$ cat src/rtl/hdd_pkg.sv
// hdd_pkg: types and constants shared by the ProDOS HDD block-server engine.
//   hdd_state_t : transfer sequencer states
//   hdd_op_t    : block operation (read = host -> buffer, write = buffer -> host)
//   hdd_req_t   : latched request (operation + absolute LBA)
package hdd_pkg;

  localparam int HDD_BLOCK_BYTES = 512;
  localparam int HDD_ADDR_W      = 9;

  typedef enum logic [1:0] {
    ST_IDLE,
    ST_REQ,
    ST_XFER,
    ST_FINISH
  } hdd_state_t;

  typedef enum logic {
    OP_READ,
    OP_WRITE
  } hdd_op_t;

  typedef struct packed {
    hdd_op_t     op;
    logic [31:0] lba;
  } hdd_req_t;

endpackage

$ cat src/rtl/hdd_block_server.sv
// hdd_block_server: services the HDD card's block read/write pulses against
// the host block-device port and moves the 512-byte block through the card's
// sector buffer.
//
// Ports:
//   CLK_14M, RESET_N          clock, async active-low reset
//   hdd_read/hdd_write/sector one-cycle request pulse + block number
//   ram_addr/ram_di/ram_we    sector-buffer write side (read ops)
//   ram_do                    sector-buffer read data, 1-cycle latency
//   sd_lba/sd_rd/sd_wr        host request
//   sd_ack                    host data phase active
//   sd_buff_addr/dout/wr      host byte stream (read ops)
//   sd_buff_din               buffer bytes to host (write ops)
//   busy/done/err             CPU halt, completion pulse, sticky error
//
// Build option: HDD_BLOCK_SERVER_TIMEOUT_EN adds a watchdog that aborts a
// transfer after TIMEOUT_CYCLES in REQ/XFER. Without it the engine waits
// indefinitely for the host.
module hdd_block_server
  import hdd_pkg::*;
#(
  parameter logic [31:0] LBA_BASE       = 32'd0,
  parameter int          TIMEOUT_CYCLES = 2_000_000
) (
  input  logic                  CLK_14M,
  input  logic                  RESET_N,
  input  logic                  hdd_read,
  input  logic                  hdd_write,
  input  logic [15:0]           sector,
  output logic [HDD_ADDR_W-1:0] ram_addr,
  output logic [7:0]            ram_di,
  output logic                  ram_we,
  input  logic [7:0]            ram_do,
  output logic [31:0]           sd_lba,
  output logic                  sd_rd,
  output logic                  sd_wr,
  input  logic                  sd_ack,
  input  logic [HDD_ADDR_W-1:0] sd_buff_addr,
  input  logic [7:0]            sd_buff_dout,
  input  logic                  sd_buff_wr,
  output logic [7:0]            sd_buff_din,
  output logic                  busy,
  output logic                  done,
  output logic                  err
);

  hdd_state_t            state, state_n;
  hdd_op_t               cur_op;
  hdd_req_t              pend, req_new, launch_req;
  logic                  pend_vld;
  logic [HDD_ADDR_W-1:0] ram_addr_q;
  logic                  req_any, can_launch, launch, direct, slot_load, slot_ovf;
  logic                  tmo_hit;

  // Write wins a simultaneous pulse; the read is dropped and flagged below.
  assign req_any     = hdd_read | hdd_write;
  assign req_new.op  = hdd_write ? OP_WRITE : OP_READ;
  assign req_new.lba = LBA_BASE + {16'h0000, sector};

  // A new transfer can start from IDLE or straight out of FINISH. A waiting
  // slot entry always goes first; a fresh pulse then takes its place.
  assign can_launch = (state == ST_IDLE) || (state == ST_FINISH);
  assign launch     = can_launch && (pend_vld || req_any);
  assign launch_req = pend_vld ? pend : req_new;
  assign direct     = can_launch && !pend_vld && req_any;
  assign slot_load  = req_any && !direct;
  assign slot_ovf   = req_any && pend_vld && !can_launch;

`ifdef HDD_BLOCK_SERVER_TIMEOUT_EN
  localparam logic [21:0] TMO_LAST = 22'(TIMEOUT_CYCLES - 1);
  logic [21:0] tmo_cnt;

  // One budget covers the whole request + data phase.
  assign tmo_hit = ((state == ST_REQ) || (state == ST_XFER)) && (tmo_cnt == TMO_LAST);

  always_ff @(posedge CLK_14M or negedge RESET_N) begin
    if (!RESET_N)
      tmo_cnt <= '0;
    else if (((state == ST_REQ) || (state == ST_XFER)) && !tmo_hit)
      tmo_cnt <= tmo_cnt + 22'd1;
    else
      tmo_cnt <= '0;
  end
`else
  assign tmo_hit = 1'b0;
`endif

  always_comb begin
    state_n = state;
    case (state)
      ST_IDLE:   if (launch) state_n = ST_REQ;
      ST_REQ:    if (sd_ack) state_n = ST_XFER;
      ST_XFER:   if (!sd_ack) state_n = ST_FINISH;
      ST_FINISH: state_n = launch ? ST_REQ : ST_IDLE;
      default:   state_n = ST_IDLE;
    endcase
    if (tmo_hit) state_n = ST_IDLE;
  end

  always_ff @(posedge CLK_14M or negedge RESET_N) begin
    if (!RESET_N) state <= ST_IDLE;
    else          state <= state_n;
  end

  always_ff @(posedge CLK_14M or negedge RESET_N) begin
    if (!RESET_N) begin
      cur_op     <= OP_READ;
      sd_lba     <= '0;
      sd_rd      <= 1'b0;
      sd_wr      <= 1'b0;
      ram_we     <= 1'b0;
      ram_addr_q <= '0;
      ram_di     <= '0;
      done       <= 1'b0;
      err        <= 1'b0;
      pend_vld   <= 1'b0;
      pend       <= '0;
    end else begin
      if (launch) begin
        cur_op <= launch_req.op;
        sd_lba <= launch_req.lba;
        sd_rd  <= (launch_req.op == OP_READ);
        sd_wr  <= (launch_req.op == OP_WRITE);
      end else if ((state == ST_REQ && sd_ack) || tmo_hit) begin
        sd_rd <= 1'b0;
        sd_wr <= 1'b0;
      end

      // Host bytes land in the buffer one cycle after their strobe.
      ram_we <= (state == ST_XFER) && (cur_op == OP_READ) && sd_buff_wr;
      if ((state == ST_XFER) && (cur_op == OP_READ) && sd_buff_wr) begin
        ram_addr_q <= sd_buff_addr;
        ram_di     <= sd_buff_dout;
      end

      done <= ((state == ST_XFER) && !sd_ack) || tmo_hit;

      if (slot_load) begin
        pend_vld <= 1'b1;
        pend     <= req_new;
      end else if (launch && pend_vld) begin
        pend_vld <= 1'b0;
      end

      // A directly accepted pulse clears the sticky flag; errors in the same
      // cycle still win.
      if ((hdd_read && hdd_write) || slot_ovf || tmo_hit) err <= 1'b1;
      else if (direct)                                    err <= 1'b0;
    end
  end

  // Write ops feed the buffer address straight through so ram_do lines up
  // with the host one cycle later.
  assign ram_addr    = (state == ST_XFER && cur_op == OP_WRITE) ? sd_buff_addr : ram_addr_q;
  assign sd_buff_din = ram_do;
  assign busy        = (state != ST_IDLE) || pend_vld;

endmodule

$ cat config.mk
export PLATFORM = sky130hd
export DESIGN_NAME = hdd_block_server
export DESIGN_NICKNAME = d
export VERILOG_FILES = /design/src/rtl/hdd_pkg.sv /design/src/rtl/hdd_block_server.sv
export SDC_FILE = /design/constraint.sdc
export NUM_CORES = 1
export LEC_CHECK = 0
export CAP_MARGIN = 10
export CORE_ASPECT_RATIO = 2
export CORE_MARGIN = 5
export CORE_UTILIZATION = 44
export CTS_CLUSTER_DIAMETER = 80
export DETAILED_ROUTE_END_ITERATION = 7
export PLACE_DENSITY = 0.8
export SLEW_MARGIN = 20
export SYNTH_ARGS = -nofsm -noshare
export SYNTH_HDL_FRONTEND = slang
export SYNTH_SLANG_ARGS = --single-unit
$ cat constraint.sdc
create_clock -name CLK_14M -period 2.3 [get_ports CLK_14M]
set_input_delay 0.46 -clock CLK_14M [delete_from_list [all_inputs] [get_ports CLK_14M]]
set_output_delay 0.46 -clock CLK_14M [all_outputs]
set_load 0.05 [all_outputs]
==> out/summary.txt <==
Pre-antenna DRT Iters -> 4
Die area -> 0.00835 mm²
Crit path kind -> reg -> out
Row cnt -> 41
Critical Path RT -> 1.84 ns
Num CTS Buffers -> 9
DR WL/cell -> 13.7 µm
Post-synth EDFFs -> 0
Largest net degree at the start of global routing -> 60
Most common cell after layout, fill and taps aside -> nand2_1
Worst-Skew Late Latency -> 0.32 ns
Most frequent cells in the layout -> 76 x nand2_1, 66 x clkdlybuf4s50_1, 59 x dfrtp_1, 25 x mux2_2, 18 x mux2i_1
Routed Wire Length -> 5.90 mm
Int Pwr -> 0.00384 W
HPWL Detailed -> 4.48 mm
Final Cell Area -> 0.00392 mm²
RSZ-0062 raised after global routing -> false
Hold-fix buffers at CTS -> 0
Detail Route Antenna Nets -> 0
CTS max path bufs -> 2
Initial DRC count -> 64
Async set-reset flop share out of synthesis -> 1.00
Combinational share of power -> 0.538
GRT overflow -> 0
Slew Viols, Final -> 0
# diodes -> 0
Compound-Gate Fraction of Synth Area -> 0.0805
Final Setup Violations -> 0
Fillers -> 535
Sw frac -> 0.439
Via/cell ratio -> 4.70
Core box area -> 0.00636 mm²
Final Skew -> 0.00573 ns
# DRC -> 0
Initial core utilization -> 0.452
Worst r2r path cells -> 6
PD cells -> 1750 mW/mm²
Ports -> 110
XOR/XNOR Fraction of Synth Area -> 0
Avg Cell Area, Syn -> 10.9 µm²
Cell variety after synth -> 27
Fmax -> 458 MHz
Horiz. Die Dim -> 67.2 µm
Crit. End Element -> primary output
Status -> completed
Largest family of logic cells by synthesized area -> multiplexers
Synthesized-area fraction occupied by adder cells -> 0.0218
Ys flop type -> dfrtp_1
Maxcap violations -> 0
Via count -> 2019
Total GRT Usage -> 0.150
YS warnings -> 0
Critical path fanouts, max -> 9
CTS tree -> built
Chip height -> 124 µm
Nets@finish -> 391
Max_slew headroom -> 0.516
Sequential Power Share -> 0.255
Clk root buf -> clkbuf_16
Global-route wire length before repair -> 9.52 mm
Fin Setup TNS -> 0 ns
RePlAce Congestion -> 0.711
Ratio of cells with drive above 1 in the final layout -> 0.227
Multiplexer area fraction after synthesis -> 0.165
Worst Hold Class -> in -> async
Initial antenna violation count -> 0
Mapped Cells -> 264
Critical Path Start Type -> flop
Mapped cell area -> 0.00287 mm²
DP Area -> 0.00358 mm²
Sequential area share after synthesis -> 0.514
LEAKAGE -> 1.89 nW
Simple-gate share of the synthesized area -> 0.118
Clock network power share -> 0.207
Final Hold Viols -> 0
Post-route minimum period -> 2.18 ns
CTS H-tree lvls -> 3
Vias in the first global route -> 2049
Max VDD drop -> 1020 µV
Switch Pwr -> 0.00301 W
Slew at the pin closest to its max-slew limit -> 0.727 ns
CTS clk-pin slew, worst paths -> 0.05 ns
PortBufs -> 77
Crit share post-route -> 0.949
Arrival time at the worst endpoint -> 1.72 ns
Register bit count reported by yosys -> 59
CTS sink cnt -> 59
Syn-to-layout area delta -> 36.5%
stage by stage:
stage | hold slack (ns) | util | worst slack, ns | total power (W) | std cells
CTS | 0.311 | 0.617 | 0.0861 | 0.00695 | 430
global route | 0.358 | 0.617 | 0.0352 | 0.00725 | 430
detailed placement | 0.456 | 0.563 | 0.129 | 0.00547 | 413
global placement | 0.454 | 0.563 | 0.192 | 0.00538 | 413
floorplan | 0.164 | - | 0.390 | 0.00455 | 279
finish | 0.286 | 0.617 | 0.118 | 0.00685 | 430
synth_stat cells, types with 2 or more instances:
cell type	number	share of area
buf_6	5	0.020
nor2_1	3	0.0039
dfrtp_1	59	0.51
mux2i_1	18	0.063
o21ai_2	13	0.040
inv_1	4	0.0052
o21ai_0	8	0.014
ha_1	5	0.022
buf_4	25	0.065
buf_2	4	0.0070
a21oi_1	3	0.0052
nand2_1	77	0.10
nor2b_1	2	0.0044
mux2_2	25	0.098
worst paths after layout:
| kind | start | to | slack, ns |
|---|---|---|---|
| max in group asynchronous | RESET_N | ram_addr_q[8]$_DFFE_PN0P_ | 1.53 |
| setup reg to reg | state[1]$_DFFE_PN0P_ | state[0]$_DFFE_PN0P_ | 0.41 |
| hold reg to reg | pend[32]$_DFFE_PN0P_ | pend[32]$_DFFE_PN0P_ | 0.46 |
| hold / removal | RESET_N | sd_lba[6]$_DFFE_PN0P_ | 0.29 |
| setup / recovery | state[1]$_DFFE_PN0P_ | ram_addr[0] | 0.12 |
| min in group CLK_14M | pend[32]$_DFFE_PN0P_ | pend[32]$_DFFE_PN0P_ | 0.46 |
layer usage:
| metal | wire length [µm] | vias up | track usage |
|---|---|---|---|
| li1 | - | 987 | - |
| met1 | 1990 | 956 | 0.142 |
| met2 | 3400 | 67 | 0.276 |
| met3 | 394 | 9 | 0.0289 |
| met4 | 112 | 0 | 0.0945 |
| met5 | 0 | - | 0 |
worst max-delay path: stages (launching register included):
cell     delay, ns
dfrtp_1       0.42
ha_1          0.28
nand2_4       0.16
mux2_2        0.36
buf_4         0.19
cell type report:
cell class,count,area [µm²],share of cell area
Multi-Input combinational cell,180,1170,0.299
Timing Repair Buffer,84,818,0.209
Tap cell,86,108,0.0274
Inverter,5,18.8,0.00478
Clock inverter,6,88.8,0.0226
Sequential cell,59,1480,0.376
Clock buffer,10,239,0.0609
kinds of logic after synthesis:
| family | count (synthesis) |
|---|---|
| buffers and inverters | 40 |
| and+or+nand+nor | 85 |
| adders and majority gates | 5 |
| other | 1 |
| muxes | 44 |
| AOI/OAI and AO/OA | 30 |
| DFF | 59 |
flip-flops by register name, indices dropped and copies added (netlist names):
signal	flops
sd_rd	1
ram_di	8
pend_vld	1
done	1
cur_op	1
ram_we	1
pend	17
state	2
sd_lba	16
ram_addr_q	9
err	1
sd_wr	1
what timing repair did:
item / in CTS / in global routing
buffers inserted: 1 / 0
resized for setup: 2 / 0
setup endpoints to repair: 9 / 0
power groups by stage:
stage,registers [W],logic (W),clock network (W)
6_report,0.00174,0.00368,0.00142
5_1_grt,0.00180,0.00392,0.00152
4_1_cts,0.00175,0.00374,0.00146
3_5_place_dp,0.00176,0.00370,0
3_3_place_gp,0.00174,0.00363,0
2_1_floorplan,0.00253,0.00202,0
No activity file was read; power rests on OpenSTA's default activity.
